$ cat src/rtl/stack_queue_buf.sv
// stack_queue_buf: one storage array used as FIFO or LIFO (ordering chosen while empty), registered read data, occupancy flags.
// Defining SQBUF_ERR_FLAGS_EN adds err_clr plus sticky overflow/underflow flags.
module stack_queue_buf #(
   parameter int WIDTH      = 32,
   parameter int DEPTH      = 16,
   parameter int AFULL_THR  = DEPTH - 2,
   parameter int AEMPTY_THR = 1
) (
   input  logic                   clk,
   input  logic                   rst,
   input  logic                   mode,
   input  logic                   push,
   input  logic                   pop,
   input  logic [WIDTH-1:0]       din,
   output logic [WIDTH-1:0]       dout,
   output logic                   dout_valid,
   output logic [$clog2(DEPTH):0] count,
   output logic                   empty,
   output logic                   full,
   output logic                   almost_empty,
   output logic                   almost_full,
`ifdef SQBUF_ERR_FLAGS_EN
   input  logic                   err_clr,
   output logic                   overflow,
   output logic                   underflow,
`endif
   output logic                   mode_active
);
   localparam int AW = $clog2(DEPTH);
   localparam int CW = AW + 1;

   logic [WIDTH-1:0] mem_q [DEPTH];
   logic [WIDTH-1:0] dout_q;
   logic [CW-1:0]    count_q, count_d;
   logic [AW-1:0]    rd_q, rd_d, wr_q, wr_d, rd_idx, wr_idx, top_idx;
   logic             mode_q, mode_d, dv_q, is_empty, pop_ok, push_ok;

   function automatic logic [AW-1:0] inc(input logic [AW-1:0] p);
      return (p == AW'(DEPTH - 1)) ? '0 : p + 1'b1;
   endfunction

   // Ordering and pointers are re-sampled at every edge where the buffer is empty.
   always_comb begin
      is_empty = count_q == '0;
      pop_ok   = pop && !is_empty;
      push_ok  = push && (count_q != CW'(DEPTH) || pop_ok);
      mode_d   = is_empty ? mode : mode_q;
      top_idx  = AW'(count_q - CW'(1));
      rd_idx   = mode_d ? top_idx : rd_q;
      wr_idx   = mode_d ? (pop_ok ? top_idx : AW'(count_q)) : (is_empty ? '0 : wr_q);
      rd_d     = (mode_d || is_empty) ? '0 : (pop_ok ? inc(rd_q) : rd_q);
      wr_d     = mode_d ? '0 : (push_ok ? inc(wr_idx) : wr_idx);
      count_d  = count_q + CW'(push_ok) - CW'(pop_ok);
   end

   always_ff @(posedge clk or posedge rst)
      if (rst) begin
         count_q <= '0;
         rd_q    <= '0;
         wr_q    <= '0;
         mode_q  <= 1'b0;
         dout_q  <= '0;
         dv_q    <= 1'b0;
      end else begin
         count_q <= count_d;
         rd_q    <= rd_d;
         wr_q    <= wr_d;
         mode_q  <= mode_d;
         dv_q    <= pop_ok;
         if (pop_ok) dout_q <= mem_q[rd_idx];
      end

   always_ff @(posedge clk)
      if (push_ok && !rst) mem_q[wr_idx] <= din;

`ifdef SQBUF_ERR_FLAGS_EN
   logic ovf_q, unf_q;
   always_ff @(posedge clk or posedge rst)
      if (rst) begin
         ovf_q <= 1'b0;
         unf_q <= 1'b0;
      end else begin
         ovf_q <= (push && !push_ok) || (ovf_q && !err_clr);
         unf_q <= (pop && !pop_ok) || (unf_q && !err_clr);
      end
   assign overflow  = ovf_q;
   assign underflow = unf_q;
`endif

   assign dout         = dout_q;
   assign dout_valid   = dv_q;
   assign count        = count_q;
   assign empty        = is_empty;
   assign full         = count_q == CW'(DEPTH);
   assign almost_empty = count_q <= CW'(AEMPTY_THR);
   assign almost_full  = count_q >= CW'(AFULL_THR);
   assign mode_active  = mode_q;
endmodule

$ cat config.mk
export PLATFORM = sky130hd
export DESIGN_NAME = stack_queue_buf
export DESIGN_NICKNAME = d
export VERILOG_FILES = /design/src/rtl/stack_queue_buf.sv
export SDC_FILE = /design/constraint.sdc
export NUM_CORES = 1
export LEC_CHECK = 0
export CORE_MARGIN = 3
export CORE_UTILIZATION = 61
export DETAILED_ROUTE_END_ITERATION = 12
export HOLD_SLACK_MARGIN = 0.08
export PLACE_DENSITY_LB_ADDON = 0.08
export SLEW_MARGIN = 20
export SYNTH_ARGS = -nofsm -noshare
export SYNTH_HDL_FRONTEND = slang
export SYNTH_SLANG_ARGS = --single-unit
$ cat constraint.sdc
create_clock -name clk -period 5.9 [get_ports clk]
set_clock_uncertainty 0.05 [all_clocks]
set_input_delay 1.475 -clock clk [delete_from_list [all_inputs] [get_ports clk]]
set_output_delay 1.475 -clock clk [all_outputs]
set_load 0.05 [all_outputs]
; Word level (Yosys, flattened, before mapping)
; Memory sizes are Yosys's and may differ from the RTL's. A register that Yosys moved wholly into a read port is not among the register bits.
; Cells that the tools add are included.
; Widths: inputs -> output; s select.
[totals]
out_inout_bits = 43
ramBits = 512
ff_bits = 15
wordCells = 39
n_memories = 1
inputBits = 37
[op_classes]
muxes = 13
eq_ne = 4
reduce_logical = 9
magnitude_cmp = 2
addsub = 5
[memory_table]
columns = name, depth, word_bits, read_ports, rd_clocked_by_memory_dff, wr, line
row1 = mem_q, 16, 32, 1, 1, 1, 32  ; logic [WIDTH-1:0] mem_q [DEPTH];
[op_table]
columns = cell, count
row1 = $mux 4, 10
row2 = $add 4x1->4 const B, 2
row3 = $eq 4x4->1 const B, 2
row4 = $add 5x1->5, 1
row5 = $eq 5x5->1 const B, 1
row6 = $ge 5x4->1 const B, 1
row7 = $le 5x1->1 const B, 1
row8 = $logic_not 5->1, 1
row9 = $ne 5x5->1 const B, 1
row10 = $sub 5x1->5, 1
row11 = $sub 4x1->4 const B, 1
row12 = $logic_and 1x1->1, 3
row13 = $mux 1, 3
row14 = $logic_not 1->1, 2
row15 = $logic_or 1x1->1, 2
row16 = $reduce_bool 2->1, 1

; Longest topological paths before layout
; Gate-level depths: netlist (run 1).
[depth]
depth_word = 9
mapped_depth = 16

; Worst setup path before layout (run 1)
; Ideal clock, no wire load.
[synth_path]
path_type = input port to flip-flop
startpoint = input port pop
endpoint = memory mem_q[11][0] (enable)
required_time_ps = 5389
setup_time_ps = 461
cell_stages = 9
t_arrival_ps = 4917
path_slack_ps = 472
path_cell_list = clkbuf_1 -> inv_1 -> nor3_1 -> o21ai_0 -> and2_1 -> inv_1 -> ha_1 -> nand2_1 -> nor3_1
[synth_between]
elab_chain_len = 6
[synth_lines]
columns = item, line
row1 = start: declaration, 13  ; input logic pop,
row2 = $logic_and 1x1->1 (*), 45  ; pop_ok = pop && !is_empty;
row3 = $logic_or 1x1->1, 46  ; push_ok = push && (count_q != CW'(DEPTH) || pop_ok);
row4 = $logic_and 1x1->1, 46
row5 = $logic_and 1x1->1, 74  ; if (push_ok && !rst) mem_q[wr_idx] <= din;
row6 = $mux 1, 74
row7 = $mux 1 (not written as such), 74
row8 = end: declaration, 32
; Every way passes the cells marked *; elsewhere a longest branch is shown, timed or not.

; Worst setup path in the final report (run 1)
[layout_path]
startpoint = register count_q[2] (netlist: count[2])
endpoint = output port almost_empty
[layout_between]
elab_chain_len = 1
[layout_lines]
columns = item, line
row1 = start: declaration, 34  ; logic [CW-1:0] count_q, count_d;
row2 = start signal: assignment, 65  ; count_q <= count_d;
row3 = $le 5x1->1, 95  ; assign almost_empty = count_q <= CW'(AEMPTY_THR);
row4 = end: declaration, 20  ; output logic almost_empty,
; No other way between the ends.

==> results summary, run 1 <==
The power density of the placed cells came out at 545.2 mW/mm2. After layout, the design draws a total of 14.68 mW. The leading register cell type out of synthesis is sky130_fd_sc_hd__edfxtp_1. The total negative setup slack is 0 ns. The worst register-to-register path has a depth of 10. The maximum number of buffers from clock root to sink is 3. The quantity of I/O buffers inserted on ports is 79. In this run the vertical extent of the chip is 202.7 um.

After legalization and detailed placement, the total HPWL measured 32660 um. In this run the horizontal extent of the chip is 202.7 um. The synthesized instance count is 1669.

The worst hold path terminates at dout[26]$_DFFE_PP0P_. The sequential cell area fraction in the yosys report came out at 0.7009. In the final routed layout, each cell accounts on average for 26.67 um. In this run the static leakage power is 8.668 nW. Using the TritonRoute via totals, the vias-per-cell ratio works out to 6.733. Setup violations remaining at the end of the flow were counted as 0. The total clock sinks came out at 559. In the post-synthesis netlist, the biggest area contributors are sky130_fd_sc_hd__edfxtp_1 65%, sky130_fd_sc_hd__o211ai_1 5.0%, sky130_fd_sc_hd__dfrtp_1 5.0%. The final number of hold-violating endpoints is 0. The first global-routing pass estimated 92650 um of wire. The final net count is 1759. The via total after detailed routing came out at 15.20k.

The first detailed-routing pass ran for 5 iterations. In this run the tightest slew margin relative to its limit is 0.3474. The worst ir drop on vdd came out at 0.0005372 V. The run finished with clean final reports. The routability-driven placement congestion ratio is 0.8138. The type of the tightest min-delay check is reg2reg.

In this run the critical register-to-register path is captured at mem_q[14][2]$_DFFE_PP_. The core area came out at 0.03793 mm2. The number of top-level pins came out at 80.

The area share of the leading cell type in the synthesized netlist is 0.6511. The overall global routing resource usage came out at 0.2945. Entering global routing, the biggest net connects 146 pins. The residual DRC count is 0.

The worst setup path is of the reg2out kind. The endpoint type of the worst setup path is an output pin. The detailed router finished its first iteration with 1696 violations. The root buffer cell chosen for the clock tree is sky130_fd_sc_hd__clkbuf_16. Counting the buffers created by CTS gives 55. Synthesis inferred 559 register bits. In this run the remaining antenna-violating nets after routing total 0. The highest net fanout along the worst path came out at 7. The upper clock frequency limit came out at 0.2166 GHz. The post-CTS setup buffer count is 0. Prior to clock tree synthesis, the placed netlist has a worst setup slack of 1.056 ns.

After floorplanning, the core was divided into 71 placement rows. The TritonCTS clock tree is yes. In this run the critical register-to-register path is launched from count[2]$_DFF_PP0_. The number of nets produced by synthesis came out at 1728. The ratio of final minimum period to clock period came out at 0.7826. The count of flip-flops with a built-in enable after synthesis came out at 512.

The number of antenna violations at the first check in global routing came to 0. In this run, post-CTS repair resized a total of 0 instances. The overall die area is 0.04111 mm2. The post-route worst setup slack came out at 1.283 ns.

The average size of a mapped cell came out at 14.15 um2. The final max-slew violation count was 0. The cell count of the worst hold path is 2. The clock insertion delay at the later pin of the skew report is 0.61 ns. The startpoint identified for the worst hold timing path is dout[26]$_DFFE_PP0P_. The post-CTS clock slew at the launch and capture registers of the worst setup and hold paths came out at 0.06 ns. The total wirelength of the detailed-routed design came out at 60200 um.

The number of cells in the design after placement is 2154. Max-cap violations in this run came to 0. The H-tree depth came out at 2.

The initial core utilization came out at 0.6225. At the pin with the least slew margin, the transition time is 0.9789 ns. Setup repair after global routing left no endpoint under its margin. The layout overhead on the synthesized area is 14.01%. The proportion of layout cells with a drive suffix above 1 is 0.1151.

The minimum clock period after layout came out at 4.617 ns. Data on the critical path arrives at its endpoint at 3.09 ns. The post-synthesis cell type count came out at 58. The post-layout instance count excluding filler cells came out at 2257. The antenna diode count came out at 0. The count of warnings emitted by yosys is 0. The final global-route overflow total came out at 0. The critical path data required time came out at 4.38 ns. The number of hold buffers added after CTS was 0. The async set or reset register ratio after synthesis came out at 0.08408.

The number of global-route vias before repair came out at 15.34k. Of all cell types, the one taking the most synthesized area is sky130_fd_sc_hd__edfxtp_1. The worst setup path is launched from a register. The post-synth design cell area came out at 0.02361 mm2.

For flop-to-flop paths, the worst setup slack is 1.76 ns.
-- through the flow --
stage               utilization  cell area (um2)  hold slack, ns
floorplan                     -            23610          0.4886
global placement         0.6607            25060          0.4502
detailed placement       0.6607            25060          0.4504
CTS                      0.7097            26920          0.4598
global route             0.7097            26920          0.4961
finish                   0.7097            26920          0.4552
-- state kept, by name, indices dropped and copies added (netlist names) --
| register | count |
|---|---|
| rd_q | 4 |
| mem_q | 512 |
| wr_q | 4 |
| dout | 32 |
| mode_active | 1 |
| dout_valid | 1 |
| count | 5 |
-- critical path: stages (launching register included) --
cell,delay [ns]
sky130_fd_sc_hd__dfrtp_1,0.53
sky130_fd_sc_hd__inv_1,0.20
sky130_fd_sc_hd__ha_1,0.22
sky130_fd_sc_hd__a21boi_0,0.41
sky130_fd_sc_hd__nand2b_1,0.17
sky130_fd_sc_hd__a32o_1,0.14
sky130_fd_sc_hd__clkdlybuf4s50_1,0.81
-- cell families after synthesis --
group / synth area share
adders and majority gates: 0.01198
DFF: 0.7009
buffers and inverters: 0.04525
and+or+nand+nor: 0.02930
xor gates and xnor gates: 0.003709
AOI/OAI and AO/OA: 0.2035
muxes: 0.005352
-- layout by cell type (no fill, tap or decap), drive strengths merged, types with 28 or more instances in the layout --
cell type,Yosys,routed
buf,49,45
inv,115,116
o21ai,164,164
o32a,31,31
o21a,97,97
nand2,51,51
o2111ai,31,31
clkbuf,101,74
clkdlybuf4s50,0,79
edfxtp,512,512
dfrtp,47,47
a211oi,97,97
o211ai,158,158
nor2,28,28
nand4,32,32
a31o,31,31
a311oi,32,32
-- power breakdown --
group	leakage, nW	switching [mW]	internal (mW)
Combinational	2.57	4.29	1.86
Sequential	5.19	0.193	4.75
Clock	0.907	1.49	2.09
-- synthesized netlist by cell type, types with 2 or more instances --
cell type / number
sky130_fd_sc_hd__nand2b_1: 2
sky130_fd_sc_hd__nand2_1: 51
sky130_fd_sc_hd__nand4_1: 32
sky130_fd_sc_hd__nor2_1: 27
sky130_fd_sc_hd__o22ai_1: 2
sky130_fd_sc_hd__mux2_4: 2
sky130_fd_sc_hd__dfrtp_1: 47
sky130_fd_sc_hd__ha_1: 21
sky130_fd_sc_hd__nand3_1: 5
sky130_fd_sc_hd__xor2_1: 5
sky130_fd_sc_hd__o21ai_0: 162
sky130_fd_sc_hd__o32a_1: 31
sky130_fd_sc_hd__mux2_2: 3
sky130_fd_sc_hd__o211ai_1: 157
sky130_fd_sc_hd__buf_2: 35
sky130_fd_sc_hd__a211oi_1: 97
sky130_fd_sc_hd__xnor2_1: 5
sky130_fd_sc_hd__nor3_1: 9
sky130_fd_sc_hd__a31o_2: 30
sky130_fd_sc_hd__mux2i_1: 4
sky130_fd_sc_hd__o2111ai_1: 31
sky130_fd_sc_hd__a21oi_1: 5
sky130_fd_sc_hd__a311oi_1: 32
sky130_fd_sc_hd__o21a_1: 97
sky130_fd_sc_hd__edfxtp_1: 512
sky130_fd_sc_hd__a31oi_1: 3
sky130_fd_sc_hd__buf_4: 6
sky130_fd_sc_hd__and3_1: 2
sky130_fd_sc_hd__or3_1: 2
sky130_fd_sc_hd__a32o_1: 3
sky130_fd_sc_hd__a21boi_0: 3
sky130_fd_sc_hd__clkbuf_1: 101
sky130_fd_sc_hd__inv_2: 2
sky130_fd_sc_hd__buf_1: 7
sky130_fd_sc_hd__inv_1: 113
-- per-layer routing --
layer / vias to the layer above / global-route usage / wire, um
met4: 0 / 0.08661 / 1481
li1: 6699 / - / -
met5: - / 0 / 0
met2: 780 / 0.4719 / 29120
met1: 7598 / 0.4233 / 24300
met3: 120 / 0.04954 / 5298
-- final cells by class --
class,count,area (um2)
Sequential cell,559,16550
Fill cell,2537,11010
Multi-Input combinational cell,845,6211
Clock buffer,74,1539
Timing Repair Buffer,124,1229
Tap cell,511,639.4
Inverter,115,431.7
Clock inverter,29,317.8
-- worst max-delay path by stage --
stage / startpoint / endpoint / slack (ns) / cells past startpoint
2_1_floorplan: pop / mem_q[11][0]$_DFFE_PP_ / 0.47 / 9
3_3_place_gp: mode / mem_q[3][31]$_DFFE_PP_ / 1.14 / 11
3_5_place_dp: pop / mem_q[14][4]$_DFFE_PP_ / 1.06 / 7
4_1_cts: count[1]$_DFF_PP0_ / almost_empty / 1.29 / 6
5_1_grt: count[1]$_DFF_PP0_ / almost_empty / 1.05 / 6
6_report: count[2]$_DFF_PP0_ / almost_empty / 1.28 / 6
(Power assumes the default switching activity.)
==> run 2: changes to the inputs <==
==> constraint.sdc (replaced) <==
create_clock -name clk -period 4.8 [get_ports clk]
set_clock_uncertainty 0.05 [all_clocks]
set_input_delay 1.2 -clock clk [delete_from_list [all_inputs] [get_ports clk]]
set_output_delay 1.2 -clock clk [all_outputs]
set_load 0.05 [all_outputs]
==> run 2 against run 1 <==
Net effect: design area increased by 0.50%; global-route usage hardly changed; critical path depth stayed put; sequential power up 23%; sequential share of layout area fell by 0.31 points; largest cell class unchanged.
==> results summary, run 2 (synthesized netlist as in run 1, its figures left out) <==
The height of the die came out at 202.7 um (unchanged). The worst slew margin relative to its limit came to 0.3070 (-0.04038). The endpoint type of the worst setup path is an output pin. The portion of total power attributed to combinational logic came out at 0.430 (+0.011). The multi-input logic area is 0.006236 mm2 (+0.40%). The via-per-instance ratio came out at 6.692 (-0.61%). The routability-driven placement congestion ratio is 0.8222 (+1.0%). The cell area after layout came out at 0.02705 mm2 (+0.50%). The origin of the critical flop-to-flop path is count[2]$_DFF_PP0_. The worst hold path begins at dout[13]$_DFFE_PP0P_.

The post-route worst setup slack is 0.3857 ns (-0.8970 ns). The final net count was 1777 (+1.0%). The residual DRC count was 0 (unchanged). The critical path is of the reg2out type. The H-tree depth came to 2 (unchanged). The flip-flop count of the largest register, all copies and words added came out at 512 (unchanged).

The post-CTS clock slew at the launch and capture registers of the worst setup and hold paths is 0.06 ns (about the same). The total negative setup slack is 0 ns (unchanged). The maximum number of buffers from clock root to sink is 3 (unchanged). The worst hold slack is 0.4542 ns (-0.001017 ns). The average routed wire per standard cell is 26.45 um (-0.85%). Setup repair after global routing left no endpoint under its margin. The highest net fanout along the worst path was 7 (unchanged). The initial core utilization was 0.6225 (unchanged). The number of cell instances on the worst register-to-register path came out at 10 (unchanged). The number of max-capacitance violations reported was 0 (unchanged).

TritonCTS built the clock tree. The worst setup path is launched from a register. The TritonCTS buffer count came out at 55 (unchanged).

The utilization of the core after routing is 0.7132 (+0.003562). The cell row count is 71 (unchanged). The total of hold buffers inserted after clock tree synthesis came to 0 (unchanged). The final global-route overflow total is 0 (unchanged). The detailed-router iteration count before antenna repair came out at 6 (+1).

The final number of hold-violating endpoints was 0 (unchanged). The storage element area was 0.01655 mm2 (unchanged). The proportion of layout cells with a drive suffix above 1 came out at 0.1219 (+0.006762). The pin count of the biggest net entering global routing came out at 126 (-14%). The final number of setup-violating endpoints came out at 0 (unchanged).

Traced cell by cell, the critical path runs through inv_1 -> ha_1 -> a21boi_0 -> nand2b_1 -> a32o_1 -> clkdlybuf4s50_1. More flip-flops sit in one register than any other, and that register is mem_q. The via total after detailed routing is 15.22k (+0.18%).

The minimum clock period after layout is 4.414 ns. The post-detailed-placement cell area is 0.02530 mm2 (+0.94%). The count of nets left with antenna violations after detail routing is 0 (unchanged).

The final max-slew violation count is 0 (unchanged). The endpoint identified for the worst register-to-register timing path is mem_q[5][7]$_DFFE_PP_. The number of cells in the design after placement is 2172 (+0.84%). The cell type of the slowest stage on the worst timing path is sky130_fd_sc_hd__clkdlybuf4s50_1. The HPWL reported at the end of detailed placement is 33070 um (+1.3%). The antenna diode count is 0 (unchanged).

Compared with the post-synthesis result, the final layout area differs by 14.58%. The min-delay analysis places its worst path in the category reg2reg. The total clock sinks is 559 (unchanged).

The stage delay of the slowest cell on the critical path is 0.81 ns (about the same). The slew at the pin closest to its max-slew limit came out at 1.039 ns (+0.06056 ns). The static leakage is 8.757 nW (+1.0%). The first-pass GRT wire length came out at 92290 um (-0.39%).

The number of global-route vias before repair is 15.14k (-1.3%). The overall power consumption came out at 18.02 mW (+23%). The flow ran to the end, and the final reports show no timing, DRC or antenna violations. The switching power summed over all nets came out at 7.336 mW (+23%).

The die boundary width came to 202.7 um (unchanged). The pre-CTS setup slack is 0.5509 ns (-0.5056 ns). The overall die area came to 0.04111 mm2 (unchanged). The overall global routing resource usage came out at 0.2940 (-0.0004701). The post-layout instance count excluding filler cells is 2275 (+0.80%).

The post-cts sizing count came out at 0 (unchanged). The power density of the placed cells came out at 666.2 mW/mm2 (+22%). The cell count of the worst hold path is 2 (unchanged). The total wirelength of the detailed-routed design is 60160 um (about the same). Dividing the final minimum period by the clock period gives 0.9196. Leaving out fill and tap cells, the most frequent cell in the layout is sky130_fd_sc_hd__edfxtp_1.

The count of routing violations after the opening detailed-route iteration came to 1581 (-6.8%). The post-CTS setup buffer count is 0 (unchanged). The number of antenna violations at the first check in global routing was 0 (unchanged). The worst path arrival time came out at 3.16 ns (+0.07 ns).

The worst ir drop on vdd came out at 0.0007546 V (+40%). The clock insertion delay at the later pin of the skew report came to 0.61 ns (about the same). The quantity of I/O buffers inserted on ports was 79 (unchanged).

The filler cell count came out at 2483 (-2.1%). In the layout the commonest cells are 512 x sky130_fd_sc_hd__edfxtp_1, 162 x sky130_fd_sc_hd__o21ai_0, 157 x sky130_fd_sc_hd__o211ai_1. The number of top-level pins came out at 80 (unchanged). The critical path data required time is 3.55 ns (-0.83 ns). The endpoint with the worst hold slack is dout[13]$_DFFE_PP0P_. The sequential share of power was 0.337 (about the same). The core area is 0.03793 mm2 (unchanged). The proportion of power drawn by the clock network came out at 0.233 (-0.011). In this run the clock root is driven by a sky130_fd_sc_hd__clkbuf_16. The upper clock frequency limit is 0.2265 GHz. The internal portion of total power was 10.69 mW (+23%). The register-to-register setup slack is 1.01 ns (-0.75 ns). The share of total power consumed by net switching is 0.4070 (about the same).
-- run 2: cell types whose count changed in the layout (fill, tap and decap cells not counted), moves of 2 or more --
cell | previous run | this run
sky130_fd_sc_hd__buf_4 | 37 | 49
sky130_fd_sc_hd__nor3_2 | 4 | 0
sky130_fd_sc_hd__buf_12 | 8 | 14
sky130_fd_sc_hd__clkinv_2 | 10 | 18
sky130_fd_sc_hd__clkbuf_8 | 7 | 1
sky130_fd_sc_hd__clkinv_4 | 2 | 0
sky130_fd_sc_hd__clkinvlp_4 | 3 | 1
sky130_fd_sc_hd__nor3_4 | 0 | 4
sky130_fd_sc_hd__clkbuf_1 | 11 | 14
sky130_fd_sc_hd__bufinv_16 | 6 | 4
-- run 2: final cells by class --
| class | count | area share |
|---|---|---|
| sequential | 559 | 0.6118 |
| tap | 511 | 0.02363 |
| multi-input combinational | 845 | 0.2305 |
| clock inverter | 31 | 0.009758 |
| timing repair buffer | 142 | 0.05318 |
| inverter | 115 | 0.01596 |
| clock buffer | 72 | 0.05517 |
-- run 2: layer usage --
| layer | global-route usage | vias up | share of wire |
|---|---|---|---|
| li1 | - | 6735 | - |
| met1 | 0.4126 | 7693 | 0.40 |
| met2 | 0.4751 | 664 | 0.49 |
| met3 | 0.05323 | 132 | 0.077 |
| met4 | 0.09527 | 0 | 0.029 |
| met5 | 0 | - | 0 |
-- run 2: worst max path at each step --
stage               slack (ns)                    end               start  cells past startpoint
detailed placement        0.55   dout[20]$_DFFE_PP0P_                mode                      9
floorplan                 0.32  mem_q[5][0]$_DFFE_PP_  count[0]$_DFF_PP0_                     11
finish                    0.39           almost_empty  count[2]$_DFF_PP0_                      6
CTS                       0.39           almost_empty  count[2]$_DFF_PP0_                      6
global route              0.21           almost_empty  count[2]$_DFF_PP0_                      6
global placement          0.68  mem_q[7][2]$_DFFE_PP_                mode                     11
-- run 2: power by group through the flow --
stage	Sequential [mW]	Clock, mW	Combinational (mW)
floorplan	6.66	0	4.53
global placement	6.16	0	7.54
detailed placement	6.17	0	7.65
CTS	6.08	4.25	7.69
global route	6.12	4.47	8.27
finish	6.07	4.20	7.75
-- run 2: critical path, delay by kind of cell (launching register included) --
kind | cells | cell delay [ns]
AOI/OAI and AO/OA | 2 | 0.63
buffers and inverters | 2 | 1.01
DFF | 1 | 0.51
and+or+nand+nor | 1 | 0.19
adders and majority gates | 1 | 0.22
==> run 3: changes to the inputs <==
--- a/config.mk
+++ b/config.mk
@@ -6,10 +6,11 @@
 export NUM_CORES = 1
 export LEC_CHECK = 0
 export CORE_MARGIN = 3
-export CORE_UTILIZATION = 61
+export CORE_UTILIZATION = 55
 export DETAILED_ROUTE_END_ITERATION = 12
 export HOLD_SLACK_MARGIN = 0.08
 export PLACE_DENSITY_LB_ADDON = 0.08
+export SETUP_SLACK_MARGIN = 0.02
 export SLEW_MARGIN = 20
 export SYNTH_ARGS = -nofsm -noshare
 export SYNTH_HDL_FRONTEND = slang
==> constraint.sdc (replaced) <==
create_clock -name clk -period 3.6 [get_ports clk]
set_clock_uncertainty 0.05 [all_clocks]
set_input_delay 0.9 -clock clk [delete_from_list [all_inputs] [get_ports clk]]
set_output_delay 0.9 -clock clk [all_outputs]
set_load 0.05 [all_outputs]
==> run 3 against run 2 <==
Net effect: routed wire length grew 5.9%; sequential share of layout area down 1.9 points; power up 40%; die area rose by 11%; flip-flop and latch count unchanged; critical path depth rose by 1; core utilization decreased by 5.1 points; design area increased by 3.2%; first-iteration DRC count is 8.9% higher; setup slack worse by 0.22 ns; critical path type unchanged; largest power group unchanged; highest routed layer unchanged.
==> results summary, run 3 (synthesized netlist as in run 1, its figures left out) <==
The initial core utilization is 0.5604 (-0.06207). The overall power consumption came out at 25.29 mW (+40%). STA classifies the critical path startpoint as a register. The post-CTS clock slew at the launch and capture registers of the worst setup and hold paths came to 0.06 ns (about the same). The worst ir drop on vdd came to 0.0006843 V (-9.3%).

The cell sitting at the root of the clock tree is a sky130_fd_sc_hd__clkbuf_16. The register-to-register setup slack was 0.24 ns (-0.77 ns). The first-pass GRT wire length is 96510 um (+4.6%).

The total clock sinks came out at 559 (unchanged). The total of hold buffers inserted after clock tree synthesis came to 0 (unchanged). The number of cell instances on the worst register-to-register path was 11 (+1). The final global-route overflow total came out at 0 (unchanged).

The number of global-route vias before repair was 15.27k (+0.92%). In the layout the commonest cells are 512 x sky130_fd_sc_hd__edfxtp_1, 162 x sky130_fd_sc_hd__o21ai_0, 157 x sky130_fd_sc_hd__o211ai_1. The critical path data required time came out at 2.65 ns (-0.90 ns). The average routed wire per standard cell is 27.17 um (+2.7%). The antenna diode count came out at 0 (unchanged).

Following the worst setup path forward leads to its endpoint at almost_empty. The worst setup path is captured at an output pin. The number of antenna violations at the first check in global routing is 0 (unchanged). The proportion of layout cells with a drive suffix above 1 is 0.1495 (+0.02762).

mem_q holds more flip-flops than any other register. The residual DRC count came out at 0 (unchanged). The final number of hold-violating endpoints came out at 0 (unchanged).

The type of the tightest min-delay check is reg2reg. The TritonCTS clock tree is yes. The number of cells in the design after placement was 2239 (+3.1%). The via total after detailed routing came out at 15.48k (+1.7%). The worst path needs 3.438 ns of the cycle, external delays included. Derived from the worst setup path, the maximum achievable clock frequency is 0.2909 GHz. The total wirelength of the detailed-routed design is 63720 um (+5.9%). The final net count is 1818 (+2.3%). The overall global routing resource usage was 0.2845 (-0.009541). The height of the die came to 213.2 um (+5.2%). The utilization of the core after routing came out at 0.6627 (-0.05057).

The post-cts sizing count came out at 0 (unchanged). The flip-flop count of the largest register, all copies and words added came out at 512 (unchanged). The worst register-to-register path begins at count[2]$_DFF_PP0_. The cell row count came out at 75 (+5.6%). Setup repair after global routing left no endpoint under its margin.

The worst register-to-register path ends at mem_q[9][2]$_DFFE_PP_. The filler cell count came out at 2987 (+20%). The clock insertion delay at the later pin of the skew report is 0.61 ns (about the same). The detailed-router iteration count before antenna repair came out at 5 (-1). The post-layout instance count excluding filler cells is 2345 (+3.1%). The power density of the placed cells was 905.8 mW/mm2 (+36%). The run finished with clean final reports. The HPWL reported at the end of detailed placement was 35200 um (+6.4%). The maximum number of buffers from clock root to sink is 3 (unchanged). The static leakage is 9.103 nW (+4.0%). The via-per-instance ratio was 6.600 (-1.4%).

The routability-driven placement congestion ratio came out at 0.7969 (-3.1%). The worst slew margin relative to its limit was 0.4874 (+0.1804). The core area came out at 0.04213 mm2 (+11%). The critical path startpoint is count[1]$_DFF_PP0_. The H-tree depth is 2 (unchanged). The final max-slew violation count is 0 (unchanged). The number of top-level pins is 80 (unchanged). The post-CTS setup buffer count is 0 (unchanged).

The die boundary width came out at 213.2 um (+5.2%). The final number of setup-violating endpoints is 0 (unchanged). The slew at the pin closest to its max-slew limit came out at 0.7495 ns (-0.2899 ns). Leaving out fill and tap cells, the most frequent cell in the layout is sky130_fd_sc_hd__edfxtp_1. The layout overhead on the synthesized area is 18.24%. The count of nets left with antenna violations after detail routing was 0 (unchanged). By startpoint and endpoint, the worst setup path is classified as reg2out.

The count of routing violations after the opening detailed-route iteration came out at 1721 (+8.9%). The pin count of the biggest net entering global routing came to 98 (-22%). The worst path arrival time was 2.49 ns (-0.67 ns). Of the available clock period, the critical path in the final layout requires 0.9549. The quantity of I/O buffers inserted on ports came out at 79 (unchanged). The highest net fanout along the worst path came out at 7 (unchanged). The TritonCTS buffer count came out at 57 (+3.6%). The overall die area is 0.04545 mm2 (+11%). The number of max-capacitance violations reported is 0 (unchanged).
-- run 3: metrics by stage --
step	instance area, um2	hold slack [ns]	worst slack (ns)	TNS (ns)
final	27920	0.4675	0.1622	0
after global placement	26100	0.4476	-0.1024	-0.4696
after detailed placement	26130	0.4545	0.01864	0
after CTS	27920	0.4672	0.1454	0
after global routing	27920	0.4956	0.02485	0
after floorplan	23800	0.4886	0.02220	0
-- run 3: worst min-delay path by stage --
stage / slack, ns / from / cells after the start / to
detailed placement: 0.45 / dout[19]$_DFFE_PP0P_ / 2 / dout[19]$_DFFE_PP0P_
floorplan: 0.49 / wr_q[3]$_DFF_PP0_ / 2 / wr_q[3]$_DFF_PP0_
finish: 0.47 / dout[14]$_DFFE_PP0P_ / 2 / dout[14]$_DFFE_PP0P_
global route: 0.50 / dout[19]$_DFFE_PP0P_ / 2 / dout[19]$_DFFE_PP0P_
global placement: 0.45 / dout[19]$_DFFE_PP0P_ / 2 / dout[19]$_DFFE_PP0P_
CTS: 0.47 / dout[19]$_DFFE_PP0P_ / 2 / dout[19]$_DFFE_PP0P_
-- run 3: report_power, final --
part           internal, mW  switching, mW  total, mW  leakage [nW]
combinational          4.01           7.49       11.5          3.04
clock                  3.24           2.43       5.67         0.878
sequential             7.79          0.329       8.12          5.18
total                  15.0           10.3       25.3          9.10
-- run 3: worst max-delay path: stages, from the launching register on --
cell,delay (ns)
sky130_fd_sc_hd__dfrtp_2,0.46
sky130_fd_sc_hd__inv_1,0.29
sky130_fd_sc_hd__ha_1,0.20
sky130_fd_sc_hd__a21boi_0,0.30
sky130_fd_sc_hd__buf_4,0.17
sky130_fd_sc_hd__nand2b_1,0.09
sky130_fd_sc_hd__a32o_1,0.16
sky130_fd_sc_hd__buf_4,0.21
-- run 3: layout make-up --
cell class	count	area (um2)	share of cell area
well taps	539	674.4	0.02415
clock inverters	14	125.1	0.004481
flip-flops and latches	559	16560	0.5930
multi-input cells	845	6274	0.2247
clock buffers	92	1668	0.05974
repair buffers	181	2192	0.07851
inverters	115	431.7	0.01546
-- run 3: routing by layer --
metal,share of wire,global-route usage
met1,0.43,0.4164
met3,0.081,0.04761
met4,0.023,0.07817
met2,0.47,0.4483
met5,0,0
